**config.mk**
```make
export PLATFORM = sky130hd
export DESIGN_NAME = display_layer_scheduler
export DESIGN_NICKNAME = d
export VERILOG_FILES = /design/src/rtl/display_layer_scheduler.sv
export SDC_FILE = /design/constraint.sdc
export NUM_CORES = 1
export LEC_CHECK = 0
export ABC_CLOCK_PERIOD_IN_PS = 4300
export BUFFER_PORTS_ARGS = -buffer_cell sky130_fd_sc_hd__buf_2
export CAP_MARGIN = 20
export CORE_MARGIN = 2
export CORE_UTILIZATION = 35
export DETAILED_ROUTE_END_ITERATION = 10
export GPL_TIMING_DRIVEN = 1
export PLACE_DENSITY = 0.57
export SETUP_SLACK_MARGIN = 0.5
export SYNTH_ARGS = -nofsm -noshare
export SYNTH_HDL_FRONTEND = slang
export SYNTH_SLANG_ARGS = --single-unit
```
**constraint.sdc**
```tcl
create_clock -name PixelClk -period 4.3 [get_ports PixelClk]
set_clock_uncertainty 0.2 [all_clocks]
set_input_delay 0.86 -clock PixelClk [delete_from_list [all_inputs] [get_ports PixelClk]]
set_output_delay 0.86 -clock PixelClk [all_outputs]
set_load 0.01 [all_outputs]
```
**src/rtl/display_layer_scheduler.sv**
```systemverilog
// display_layer_scheduler
//   Page sequencer and per-pixel layer compositor for the RGB LCD path.
//   Picks the active page (CLOCK / BANNER / ALARM) on frame boundaries only,
//   so a page never tears mid-frame, and muxes the renderer layers into
//   LCD_R/G/B with one PixelClk of latency.
//
//   Optional build macro: LAYER_SCHED_DIM_EN
//     When defined, clock-layer pixels shown on the BANNER page (where the
//     banner itself does not cover the pixel) are halved per channel.
//
//   Ports
//     PixelClk, nRST            pixel clock, async active-low reset
//     PixelCount, LineCount     raster position from the LCD timing block
//     display_mode              mode select; any change raises a banner
//     set_active                time edit in progress; drives blink
//     alarm_req, alarm_ack      single-cycle alarm fire / dismiss pulses
//     clk_*, mode_*, alarm_*    layer colour {R5,G6,B5} and hit flag
//     LCD_R, LCD_G, LCD_B       composited colour (registered)
//     page                      active page: 0 CLOCK, 1 BANNER, 2 ALARM
//     blink                     edit-field flash phase
//     frame_start               one-cycle pulse at the start of each frame
//
//   state  | meaning
//   CLOCK  | normal time display
//   BANNER | mode banner over (optionally dimmed) clock, timed in frames
//   ALARM  | alarm banner until dismissed
module display_layer_scheduler #(
  parameter int          H_ACTIVE      = 800,
  parameter int          V_ACTIVE      = 480,
  parameter int          BANNER_FRAMES = 120,
  parameter int          BLINK_FRAMES  = 30,
  parameter logic [15:0] BG_RGB        = 16'h0000
) (
  input  logic        PixelClk,
  input  logic        nRST,
  input  logic [15:0] PixelCount,
  input  logic [15:0] LineCount,
  input  logic [2:0]  display_mode,
  input  logic        set_active,
  input  logic        alarm_req,
  input  logic        alarm_ack,
  input  logic [15:0] clk_rgb,
  input  logic        clk_hit,
  input  logic [15:0] mode_rgb,
  input  logic        mode_hit,
  input  logic [15:0] alarm_rgb,
  input  logic        alarm_hit,
  output logic [4:0]  LCD_R,
  output logic [5:0]  LCD_G,
  output logic [4:0]  LCD_B,
  output logic [1:0]  page,
  output logic        blink,
  output logic        frame_start
);

  localparam logic [1:0]  PG_CLOCK    = 2'd0;
  localparam logic [1:0]  PG_BANNER   = 2'd1;
  localparam logic [1:0]  PG_ALARM    = 2'd2;
  localparam logic [15:0] H_LIM       = 16'(H_ACTIVE);
  localparam logic [15:0] V_LIM       = 16'(V_ACTIVE);
  localparam logic [15:0] BANNER_LOAD = 16'(BANNER_FRAMES - 1);
  localparam logic [7:0]  BLINK_LAST  = 8'(BLINK_FRAMES - 1);

  logic        origin;
  logic        origin_q;
  logic [2:0]  mode_q;
  logic        mode_valid;
  logic        mode_pend;
  logic        alarm_pend;
  logic        ack_pend;
  logic [15:0] frame_cnt;
  logic [7:0]  blink_cnt;
  logic        blank;
  logic [15:0] clk_px;
  logic [15:0] pix;

  assign origin = (PixelCount == 16'd0) && (LineCount == 16'd0);

  always_ff @(posedge PixelClk or negedge nRST) begin
    if (!nRST) begin
      origin_q    <= 1'b0;
      frame_start <= 1'b0;
    end else begin
      origin_q    <= origin;
      frame_start <= origin & ~origin_q;
    end
  end

  // Page FSM and event latching share the pend flags. Consumption is written
  // first so that an event arriving on the consuming frame_start survives.
  always_ff @(posedge PixelClk or negedge nRST) begin
    if (!nRST) begin
      page       <= PG_CLOCK;
      frame_cnt  <= 16'd0;
      mode_q     <= 3'd0;
      mode_valid <= 1'b0;
      mode_pend  <= 1'b0;
      alarm_pend <= 1'b0;
      ack_pend   <= 1'b0;
    end else begin
      if (frame_start) begin
        if (alarm_pend) begin
          page       <= PG_ALARM;
          alarm_pend <= 1'b0;
          ack_pend   <= 1'b0;
        end else begin
          case (page)
            PG_ALARM: begin
              if (ack_pend) begin
                ack_pend <= 1'b0;
                if (mode_pend) begin
                  page      <= PG_BANNER;
                  frame_cnt <= BANNER_LOAD;
                  mode_pend <= 1'b0;
                end else begin
                  page <= PG_CLOCK;
                end
              end
            end
            PG_BANNER: begin
              if (mode_pend) begin
                frame_cnt <= BANNER_LOAD;
                mode_pend <= 1'b0;
              end else if (frame_cnt == 16'd0) begin
                page <= PG_CLOCK;
              end else begin
                frame_cnt <= frame_cnt - 16'd1;
              end
            end
            default: begin
              if (mode_pend) begin
                page      <= PG_BANNER;
                frame_cnt <= BANNER_LOAD;
                mode_pend <= 1'b0;
              end
            end
          endcase
        end
      end

      // The first clock after reset only captures the mode, without an event.
      mode_valid <= 1'b1;
      if (!mode_valid) begin
        mode_q <= display_mode;
      end else if (display_mode != mode_q) begin
        mode_q    <= display_mode;
        mode_pend <= 1'b1;
      end

      if (alarm_req) begin
        alarm_pend <= 1'b1;
      end else if (alarm_ack && ((page == PG_ALARM) || alarm_pend)) begin
        ack_pend <= 1'b1;
      end
    end
  end

  always_ff @(posedge PixelClk or negedge nRST) begin
    if (!nRST) begin
      blink     <= 1'b0;
      blink_cnt <= 8'd0;
    end else if (!set_active) begin
      blink     <= 1'b0;
      blink_cnt <= 8'd0;
    end else if (frame_start) begin
      if (blink_cnt == BLINK_LAST) begin
        blink_cnt <= 8'd0;
        blink     <= ~blink;
      end else begin
        blink_cnt <= blink_cnt + 8'd1;
      end
    end
  end

  always_comb begin
    clk_px = clk_rgb;
`ifdef LAYER_SCHED_DIM_EN
    if (page == PG_BANNER) begin
      clk_px = {1'b0, clk_rgb[15:12], 1'b0, clk_rgb[10:6], 1'b0, clk_rgb[4:1]};
    end
`endif
    blank = (PixelCount >= H_LIM) || (LineCount >= V_LIM);
    pix   = BG_RGB;
    case (page)
      PG_ALARM:  if (alarm_hit) pix = alarm_rgb;
      PG_BANNER: begin
        if (mode_hit)     pix = mode_rgb;
        else if (clk_hit) pix = clk_px;
      end
      default:   if (clk_hit) pix = clk_px;
    endcase
    if (blank) pix = 16'h0000;
  end

  always_ff @(posedge PixelClk or negedge nRST) begin
    if (!nRST) begin
      LCD_R <= 5'd0;
      LCD_G <= 6'd0;
      LCD_B <= 5'd0;
    end else begin
      LCD_R <= pix[15:11];
      LCD_G <= pix[10:5];
      LCD_B <= pix[4:0];
    end
  end

endmodule

```
# Word level (Yosys, flattened, before mapping)
# Index checks and enable logic that the tools add are counted.
[classes]
eq_ne = 12
mux = 38
n_reduce_logical = 12
shift = 0
mul = 0
n_div = 0
magnitude_cmp = 2
bitwise_logic = 4
addsub = 2
[ops]
columns = ["operator", "n"]
rows = [
  ["16-bit two-way mux", 8],
  ["16-bit case mux with 2 select lines", 2],
  ["16-bit zero test", 3],
  ["8-bit two-way mux", 3],
  ["1-bit two-way mux", 17],
  ["16-bit by 10-bit greater-or-equal comparator with 1-bit output (second input constant)", 1],
  ["16-bit by 9-bit greater-or-equal comparator with 1-bit output (second input constant)", 1],
  ["16-bit by 1-bit subtractor with 16-bit output (second input constant)", 1],
  ["3-bit inequality test (second input constant)", 4],
  ["2-bit two-way mux", 5],
  ["8-bit by 1-bit adder with 8-bit output (second input constant)", 1],
  ["8-bit by 5-bit equality test with 1-bit output (second input constant)", 1],
  ["3-bit two-way mux", 2],
  ["2-bit by 1-bit inequality test with 1-bit output (second input constant)", 3],
  ["5-bit AND reduction", 1],
  ["2-bit case mux with 2 select lines", 1],
  ["4-bit AND reduction", 1],
  ["4-bit nonzero test", 1],
  ["3-bit inequality test", 1],
  ["1-bit NOT", 3],
  ["2-bit by 1-bit equality test with 1-bit output (second input constant)", 1],
  ["2-bit equality test (second input constant)", 1],
  ["1-bit logical AND", 2],
  ["1-bit logical OR", 2],
  ["4 further kinds", 4],
]
[word_totals]
regBits = 52
ram_bits = 0
mem_count = 0
latchBits = 0
romBits = 0
out_inout_bits = 20
in_bits = 91
elab_cells = 84

# Depth between registers and ports, before layout
# Gate-level depths: netlist of the first run.
[depth]
depth_word = 6
mapped_depth = 8
depth_no_buf = 6

# Worst setup path before layout of the first run
# OpenSTA, ideal clock, no wires.
[synth_path]
path_kind = "flip-flop to flip-flop"
start = "register frame_cnt[0]"
end = "register frame_cnt[10]"
path_buffers = 1
setup_ns = 0.126
path_stages_with_launch = 8
path_slack_ns = 2.018
period_less_slack_ns = 2.282
required_time_ns = 3.974
t_arrival_ns = 1.956
path_cell_list = "dfrtp_1 > inv_1 > ha_1 > or3b_2 > clkbuf_1 > nor4_1 > nor3b_1 > a221o_1"
[synth_between]
elab_chain_len = 4
elab_cells_between_ends = 7
cone_classes = "1 x add/sub; 1 x eq/ne; 3 x mux; 2 x reduce/logical"
[synth_rtl]
columns = ["item", "line_no", "rtl"]
rows = [
  ["start, declared", "71", "logic [15:0] frame_cnt;"],
  ["start signal, assigned", "127", "frame_cnt <= frame_cnt - 16'd1;"],
  ["16-bit by 1-bit subtractor with 16-bit output", "127", ""],
  ["16-bit two-way mux", "124", "end else if (frame_cnt == 16'd0) begin"],
  ["16-bit two-way mux", "121", "if (mode_pend) begin"],
  ["16-bit case mux with 2 select lines", "107", "case (page)"],
]
# Several ways; a longest one is shown, not always the timed one. The select of a mux whose other input is x is not followed.
# A chain may end at the register's enable or synchronous reset.

# Worst setup path in the final report of the first run
[layout_path]
start = "register frame_cnt[0]"
end = "register frame_cnt[2]"
# The elaborated chain is that of the path after synthesis.

==> out/results.tsv, run 1 <==
stage	metric	value	unit
outcome	outcome	completed	
synthesis	syn-num-nets	428	
critical_path	cpLargestDelayFamily	compound AO/OA/AOI/OAI gates	
synthesis	async_flop_share	1.00	
critical_path	worst-path-stages	6	
floorplan	start_util	0.363	
min_path	worstHoldStart	origin_q	
critical_path	cp_slowest_cell	or3b_2	
synthesis	synth_adder_area_share	0.0209	
global_route	grt_usage	0.179	
critical_path	critical_path_buf_inv_count	1	
timing	finalHoldViolCount	0	
critical_path	worstPathCellList	inv_1, ha_1, or3b_2, o41ai_4, nor2_2, a311oi_1	
critical_path	startpoint_type	flip-flop	
min_path	whs_path_depth	1	
route	wl_per_cell	14.9	µm
synthesis	ys_types	53	
floorplan	die_y	96.6	µm
synthesis	synth_compound_area_frac	0.205	
layout	drive_gt1_frac	0.323	
layout	multi_input_area	1580	µm²
synthesis	synth_edf_count	0	
power	vdd_drop_max	0.000139	V
clock_network	cts_setup_buffers	0	
floorplan	chipWidth	96.6	µm
place	place_hpwl	6020	µm
place	io_buffers	110	
synthesis	ys_warn_count	0	
global_route	grt_overflow	0	
clock_network	clock_path_buffers	2	
clock_network	cts-root-buf	clkbuf_8	
global_route	grt_max_degree	33	
route	ant_nets	0	
layout	antenna_cells	0	
layout	layout.cells.non_filler	538	
route	num_vias	2897	
critical_path	cp_data_required_time	4.29	ns
synthesis	synth_flop_cell	dfrtp_1	
critical_path	worstPathMaxFanout	11	
clock_network	tritoncts	yes	
timing	worst_pin_slew	0.807	ns
layout	layout_common_cells	buf_2, dfrtp_1, nand2_1	
place	gp_congestion	0.815	
timing	layout_min_cycle_time	2.57	ns
synthesis	synthCells	332	
route	viasPerCell	5.38	
clock_network	cts_hold_buf	0	
route	drt_iter0_drc	96	
global_route	grt_pass1_wl	13200	µm
place	dp.cells	530	
synthesis	syn_area	3000	µm²
critical_path	max_stage_delay	0.61	ns
synthesis	synth_top_family_by_area	simple AND/OR/NAND/NOR gates	
route	drcViolationCount	0	
timing	finalSetupTns	0	ns
layout	final_nets	528	
floorplan	dieArea	9320	µm²
clock_network	clk_pin_slew	0.10	ns
synthesis	syn_avg_cell_area	9.03	µm²
critical_path	reg2reg_depth	6	
layout	postLayoutCoreUtil	0.450	
synthesis	synth-simple-area-share	0.268	
timing	period_share	0.597	
layout	fillCellCount	842	
floorplan	ios	111	
timing	report.final.slew_viol_count	0	
floorplan	placementRows	33	
clock_network	cts_made_buffers	5	
global_route	grt_pass1_vias	2815	
synthesis	synthMuxAreaShare	0.00334	
route	postRouteWirelength	8040	µm
critical_path	worstSetupPathType	reg -> reg	
timing	maxSlewHeadroom	0.457	
synthesis	ys_seq_elements	52	
synthesis	synth_seq_area_share	0.434	
layout	seq_area	1300	µm²
clock_network	cts-resized-gates	0	
critical_path	arrival	2.56	ns
route	detail_route.first_pass.iterations	4	
global_route	antenna_found_initial	0	
clock_network	clk_latency	0.30	ns
layout	syn2layout_area_growth	24.0	%
timing	clock.fmax	0.390	GHz
power	leakage	1.68	nW
clock_network	htreeDepth	2	
timing	rsz0062_at_grt	no	
layout	mostFrequentLayoutCell	buf_2	
floorplan	design.core.area	8260	µm²
min_path	hp-class	reg -> reg	
synthesis	synth_xor_area_frac	0.0263	
critical_path	timing.rr.start	frame_cnt[0]	
critical_path	startpoint	frame_cnt[0]	
power	p_per_area	229	nW/µm²
timing	setup_viol	0	
critical_path	end_kind	flip-flop	
job	maxCapViolations	0	
clock_network	clock_sinks	52	
==> kinds of logic (layout without fill, tap and decap cells) <==
family                     after synthesis  count (layout)
AOI/OAI and AO/OA                       85              85
xor gates and xnor gates                 9               9
adders and majority gates                5               5
buffers and inverters                   32             133
DFF                                     52              52
muxes                                    1               1
other                                    1               1
and+or+nand+nor                        147             147
==> per-layer routing <==
metal  track usage  wire length [µm]  part of all wire
met1         0.237              3720              0.46
met4        0.0411                55            0.0068
met3        0.0458               543             0.068
met2         0.296              3730              0.46
met5             0                 0                 0
==> sequential cells by signal, summed over array words and instances, names as in the netlist, 2 cells and up <==
name and flops:
LCD_B 5, LCD_G 6, LCD_R 5, blink_cnt 8
frame_cnt 16, mode_q 3, page 2
==> cell usage after synthesis (7+ instances only) <==
| cell | n | share of area |
|---|---|---|
| or2_2 | 17 | 0.035 |
| nand4_1 | 10 | 0.021 |
| a21oi_1 | 21 | 0.035 |
| nor3_1 | 9 | 0.015 |
| and2_1 | 7 | 0.015 |
| nor4_1 | 18 | 0.038 |
| o21ai_0 | 12 | 0.020 |
| nor2_1 | 18 | 0.023 |
| dfrtp_1 | 52 | 0.43 |
| clkbuf_1 | 18 | 0.023 |
| nand2_1 | 31 | 0.039 |
| xor2_1 | 8 | 0.023 |
| nand3_1 | 9 | 0.015 |
| a22oi_1 | 16 | 0.040 |
| inv_1 | 13 | 0.016 |
==> power breakdown <==
part	total [mW]	switching [mW]	leakage, nW	internal (mW)
Sequential	0.491	0.000782	0.702	0.490
Combinational	0.0663	0.0319	0.938	0.0344
Clock	0.292	0.161	0.0445	0.131
Total	0.850	0.194	1.68	0.656
==> metrics by stage <==
stage / hold WS, ns / power, mW / cell area [µm²] / setup slack, ns
6_report: 0.249 / 0.850 / 3720 / 1.73
5_1_grt: 0.273 / 0.887 / 3720 / 1.50
4_1_cts: 0.268 / 0.862 / 3720 / 1.74
3_5_place_dp: 0.247 / 0.569 / 3620 / 1.67
3_3_place_gp: 0.232 / 0.568 / 3620 / 1.77
2_1_floorplan: 0.184 / 0.513 / 3000 / 2.02
==> layout make-up <==
type / instances / share of cell area
well taps: 105 / 0.0354
multi-input cells: 248 / 0.424
inverters: 13 / 0.0131
flip-flops and latches: 52 / 0.350
clock inverters: 1 / 0.00202
clock buffers: 7 / 0.0232
repair buffers: 112 / 0.152
==> worst paths after layout <==
check | slack [ns] | endpoint
max | 1.73 | frame_cnt[2]
min | 0.25 | frame_start
max reg2reg | 1.73 | frame_cnt[2]
min reg2reg | 0.25 | frame_start
max in group asynchronous | 2.74 | mode_pend
min in group asynchronous | 0.40 | frame_cnt[7]
(Power assumes the default switching activity.)
==> inputs of run 2 (changes only) <==
ABC_CLOCK_PERIOD_IN_PS = 2510   (was 4300)
clock period = 2.51 ns   (was 4.3 ns; I/O delays follow)
==> run 2 against run 1 <==
Via count grew 9.1%. Worst setup slack lost 1.4 ns. Routed wire length grew 19%. Die area is the same. Combinational power grew 81%. Worst hold slack lost 0.12 ns. Design area grew 18%. First-iteration DRC count grew 24%. Critical path depth shrank 1. Sequential power grew 71%. Sequential cell count is the same. Register-to-register slack lost 1.4 ns.
==> out/results.tsv, run 2 (synthesis gave the netlist of run 1 again) <==
stage	metric	value	unit	change
outcome	outcome	completed		unchanged
power	leakage	1.98	nW	was 1.68 nW
layout	mostFrequentLayoutCell	buf_2		unchanged
critical_path	worstPathMaxFanout	5		was 11
layout	drive_gt1_frac	0.475		was 0.323
timing	finalHoldViolCount	0		unchanged
critical_path	end_kind	flip-flop		unchanged
global_route	grt_pass1_vias	3107		was 2815
floorplan	dieArea	9320	µm²	unchanged
timing	rsz0062_at_grt	yes		was no
floorplan	chipWidth	96.6	µm	unchanged
route	num_vias	3160		was 2897
floorplan	placementRows	33		unchanged
global_route	grt_overflow	0		unchanged
place	io_buffers	110		unchanged
layout	antenna_cells	0		unchanged
critical_path	r2r_setup_slack	0.32	ns	was 1.73 ns
min_path	hp-class	in -> reg		was reg -> reg
clock_network	clk_latency	0.31	ns	was 0.30 ns
clock_network	cts-root-buf	clkbuf_8		unchanged
global_route	antenna_found_initial	0		unchanged
critical_path	cp_data_required_time	2.51	ns	was 4.29 ns
route	wl_per_cell	16.3	µm	was 14.9 µm
route	viasPerCell	5.38		about the same
timing	finalSetupTns	0	ns	unchanged
global_route	grt_pass1_wl	15100	µm	was 13200 µm
place	dp.cells	547		was 530
clock_network	clock_sinks	52		unchanged
clock_network	tritoncts	yes		unchanged
floorplan	die_y	96.6	µm	unchanged
global_route	grt_usage	0.209		was 0.179
layout	largest_registers	frame_cnt: 16 flops, blink_cnt: 8 flops, LCD_G: 6 flops		unchanged
floorplan	start_util	0.363		unchanged
timing	report.final.slew_viol_count	0		unchanged
layout	layout_common_cells	buf_2, dfrtp_1, buf_4		was buf_2, dfrtp_1, nand2_1
critical_path	startpoint_type	flip-flop		unchanged
floorplan	design.core.area	8260	µm²	unchanged
route	ant_nets	0		unchanged
route	postRouteWirelength	9570	µm	was 8040 µm
layout	layout.cells.non_filler	587		was 538
floorplan	ios	111		unchanged
layout	top_register	frame_cnt		unchanged
clock_network	cts_made_buffers	5		unchanged
critical_path	arrival	2.19	ns	was 2.56 ns
power	vdd_drop_max	0.000218	V	was 0.000139 V
critical_path	worstSetupPathType	reg -> reg		unchanged
power	p_per_area	333	nW/µm²	was 229 nW/µm²
job	maxCapViolations	0		unchanged
timing	period_share	0.873		was 0.597
route	drcViolationCount	0		unchanged
place	place_hpwl	6690	µm	was 6020 µm
layout	largest_register_ffs	16		unchanged
route	drt_iter0_drc	119		was 96
layout	syn2layout_area_growth	46.3	%	was 24.0%
timing	holdWs	0.124	ns	was 0.249 ns
route	detail_route.first_pass.iterations	4		unchanged
timing	layout_min_cycle_time	2.19	ns	was 2.57 ns
timing	clock.fmax	0.456	GHz	was 0.390 GHz
layout	final_nets	577		was 528
place	gp_congestion	0.839		was 0.815
clock_network	clock_path_buffers	2		unchanged
global_route	grt_max_degree	53		was 33
clock_network	htreeDepth	2		unchanged
clock_network	clk_pin_slew	0.10	ns	about the same
timing	setup_viol	0		unchanged
## run 2: layout make-up
class                   count  area (µm²)
clock buffers               5        68.8
flip-flops and latches     52        1310
well taps                 105         131
inverters                  13        48.8
fillers                   790        3870
clock inverters             3        21.3
repair buffers            161         968
multi-input cells         248        1840
## run 2: final timing paths
| path | startpoint | to | cells after the start |
|---|---|---|---|
| setup / recovery | frame_cnt[10] | frame_cnt[4] | 5 |
| hold / removal | display_mode[2] | mode_q[2] | 1 |
| setup reg to reg | frame_cnt[10] | frame_cnt[4] | 5 |
| hold reg to reg | origin_q | frame_start | 1 |
| max in group asynchronous | nRST | frame_cnt[13] | 3 |
| min in group asynchronous | nRST | frame_cnt[9] | 3 |
## run 2: critical path, stage by stage, from the launching register on
cell     delay, ns
dfrtp_1       0.40
or4_4         0.57
o41ai_4       0.37
buf_4         0.21
nor3_2        0.04
o32a_1        0.29
## run 2: where the power goes
part / switching [mW] / total (mW) / internal, mW / leakage [nW]
clock: 0.302 / 0.501 / 0.199 / 0.0445
sequential: 0.00120 / 0.842 / 0.840 / 0.690
combinational: 0.0574 / 0.120 / 0.0626 / 1.24
total: 0.361 / 1.46 / 1.10 / 1.98
## run 2: metrics by stage
| step | cell area [µm²] | worst slack [ns] | util | total power [mW] |
|---|---|---|---|---|
| 3_3_place_gp | 3790 | 0.252 | 0.460 | 0.979 |
| 4_1_cts | 4120 | 0.339 | 0.499 | 1.49 |
| 5_1_grt | 4390 | 0.290 | 0.531 | 1.52 |
| 3_5_place_dp | 3790 | 0.191 | 0.460 | 0.980 |
| 6_report | 4390 | 0.319 | 0.531 | 1.46 |
| 2_1_floorplan | 3050 | 0.322 | - | 0.879 |
## run 2: timing repair
| item | CTS | global route |
|---|---|---|
| hold endpoints to repair | 52 | 0 |
| hold buffers | 1 | 0 |
| buffers inserted | 18 | 12 |
| pin swaps | 7 | 12 |
| setup endpoints to repair | 32 | 33 |
| gates resized for setup | 22 | 37 |
| gates cloned | 1 | 0 |
## run 2: layer usage
metal,track usage,up-vias,share of wire
met5,0,-,0
met4,0.0587,0,0.014
met3,0.0372,13,0.053
met2,0.368,109,0.53
met1,0.262,1513,0.41
li1,-,1525,-
==> inputs of run 3 (changes only) <==
--- a/constraint.sdc
+++ b/constraint.sdc
@@ -4,2 +4,2 @@
 set_output_delay 0.502 -clock PixelClk [all_outputs]
-set_load 0.01 [all_outputs]
+set_load 0.005 [all_outputs]
==> run 3 against run 2 <==
Via count hardly changed. Combinational power hardly changed. Fmax is 0.68% higher. Clock power is 20% higher. Total power is 7.0% higher. Critical path type unchanged. Sequential share of layout area is 0.83 points higher. First-iteration DRC count is 19% lower.
==> out/results.tsv, run 3 (synthesis gave the netlist of run 1 again) <==
stage	metric	value	unit	change
critical_path	end_kind	flip-flop		unchanged
floorplan	start_util	0.363		unchanged
timing	holdWs	0.122	ns	was 0.124 ns
floorplan	design.core.area	8260	µm²	unchanged
route	viasPerCell	5.52		was 5.38
global_route	grt_pass1_wl	14800	µm	was 15100 µm
clock_network	clock_sinks	52		unchanged
layout	drive_gt1_frac	0.436		was 0.475
timing	report.final.slew_viol_count	0		unchanged
timing	clock.fmax	0.459	GHz	was 0.456 GHz
floorplan	placementRows	33		unchanged
critical_path	cp_data_required_time	2.51	ns	about the same
layout	multi_input_area	1770	µm²	was 1840 µm²
clock_network	clock_path_buffers	2		unchanged
layout	layout_common_cells	buf_2, dfrtp_1, nand2_1, buf_4, a21oi_1		was buf_2, dfrtp_1, buf_4
power	swShare	0.230		was 0.247
power	p_seq_frac	0.538		was 0.575
floorplan	dieArea	9320	µm²	unchanged
timing	setup_viol	0		unchanged
global_route	grt_pass1_vias	3010		was 3107
clock_network	htreeDepth	2		unchanged
route	ant_nets	0		unchanged
global_route	grt_use_met3	0.0559		was 0.0372
power	power_switching	359	µW	was 361 µW
global_route	grt_overflow	0		unchanged
layout	final_nets	563		was 577
timing	finalSetupTns	0	ns	unchanged
global_route	antenna_found_initial	0		unchanged
clock_network	clk_latency	0.31	ns	about the same
layout	mostFrequentLayoutCell	buf_2		unchanged
timing	layout_min_cycle_time	2.18	ns	was 2.19 ns
outcome	outcome	completed		unchanged
floorplan	ios	111		unchanged
route	postRouteWirelength	9490	µm	was 9570 µm
critical_path	timing.rr.start	frame_cnt[11]		was frame_cnt[10]
route	num_vias	3161		was 3160
floorplan	chipWidth	96.6	µm	unchanged
place	place_hpwl	6640	µm	was 6690 µm
min_path	hp-class	in -> reg		unchanged
clock_network	clk_pin_slew	0.10	ns	about the same
power	p_int	1.21	mW	was 1.10 mW
power	vdd_drop_max	0.000329	V	was 0.000218 V
layout	largest_registers	frame_cnt: 16 flops, blink_cnt: 8 flops, LCD_G: 6 flops		unchanged
min_path	worstHoldStart	display_mode[0]		was display_mode[2]
timing	rsz0062_at_grt	yes		unchanged
layout	fillCellCount	795		was 790
timing	period_share	0.867		was 0.873
global_route	globalRouteMet1Util	0.260		was 0.262
floorplan	die_y	96.6	µm	unchanged
power	p_total	1.56	mW	was 1.46 mW
power	leakage	1.91	nW	was 1.98 nW
layout	syn2layout_area_growth	41.7	%	was 46.3%
place	gp_congestion	0.868		was 0.839
place	io_buffers	110		unchanged
power	combinationalPowerShare	0.077		was 0.082
global_route	grtUsageMet2	0.355		was 0.368
global_route	grt_max_degree	35		was 53
route	detail_route.first_pass.iterations	4		unchanged
clock_network	tritoncts	yes		unchanged
power	power_frac_clock	0.385		was 0.343
job	maxCapViolations	0		unchanged
critical_path	worstSetupPathType	reg -> reg		unchanged
critical_path	worstPathMaxFanout	7		was 5
clock_network	cts-root-buf	clkbuf_8		unchanged
critical_path	startpoint_type	flip-flop		unchanged
timing	finalHoldViolCount	0		unchanged
clock_network	cts_made_buffers	5		unchanged
route	wl_per_cell	16.6	µm	was 16.3 µm
route	drcViolationCount	0		unchanged
layout	largest_register_ffs	16		unchanged
layout	antenna_cells	0		unchanged
route	drt_iter0_drc	96		was 119
layout	top_register	frame_cnt		unchanged
critical_path	arrival	2.18	ns	was 2.19 ns
layout	seq_area	1300	µm²	was 1310 µm²
global_route	grt-busiest-layer	met2		unchanged
global_route	grt_usage	0.207		was 0.209
critical_path	startpoint	frame_cnt[11]		was frame_cnt[10]
power	p_per_area	368	nW/µm²	was 333 nW/µm²
## run 3: through the flow
stage | cells | area, µm² | worst slack [ns] | util
floorplan | 332 | 3040 | 0.322 | -
global placement | 543 | 3760 | 0.198 | 0.455
detailed placement | 543 | 3760 | 0.127 | 0.455
CTS | 567 | 4060 | 0.380 | 0.492
global route | 573 | 4250 | 0.278 | 0.514
finish | 573 | 4250 | 0.334 | 0.514
## run 3: worst max-delay path: stages (launching register included)
cell	delay, ns
dfrtp_1	0.41
or4_4	0.56
o41ai_4	0.39
buf_6	0.18
nor3_1	0.05
o32a_1	0.29
## run 3: cell type report
class                           count  area share
Sequential cell                    52       0.307
Timing Repair Buffer              147       0.208
Clock buffer                        6      0.0171
Tap cell                          105      0.0309
Multi-Input combinational cell    248       0.416
Clock inverter                      2     0.00913
Inverter                           13      0.0115
## run 3: power by group through the flow
stage               logic [mW]  registers [mW]  clock network, mW
detailed placement       0.120           0.858                  0
global placement         0.119           0.858                  0
global route             0.137           0.842              0.649
CTS                      0.122           0.842              0.622
finish                   0.120           0.841              0.603
floorplan               0.0210           0.858                  0
## run 3: final timing paths
| check | end | slack [ns] | cells past startpoint |
|---|---|---|---|
| min reg2reg | frame_start | 0.22 | 1 |
| max in group asynchronous | blink | 1.10 | 3 |
| max reg2reg | frame_cnt[4] | 0.33 | 5 |
| min in group asynchronous | frame_cnt[8] | 0.46 | 2 |
| min | mode_q[0] | 0.12 | 1 |
| max | frame_cnt[4] | 0.33 | 5 |
## run 3: timing repair
| action | CTS | global route |
|---|---|---|
| pin swaps | 7 | 7 |
| endpoints found under the hold margin | 18 | 0 |
| endpoints found under the setup margin | 32 | 36 |
| cloned | 0 | 1 |
| setup buffers | 15 | 5 |
| hold buffers | 1 | 0 |
| gates resized for setup | 19 | 26 |
## run 3: routing by layer
layer / vias to the layer above / part of all wire
met5: - / 0
met4: 0 / 0.013
met3: 13 / 0.082
met2: 129 / 0.51
met1: 1515 / 0.40
li1: 1504 / -
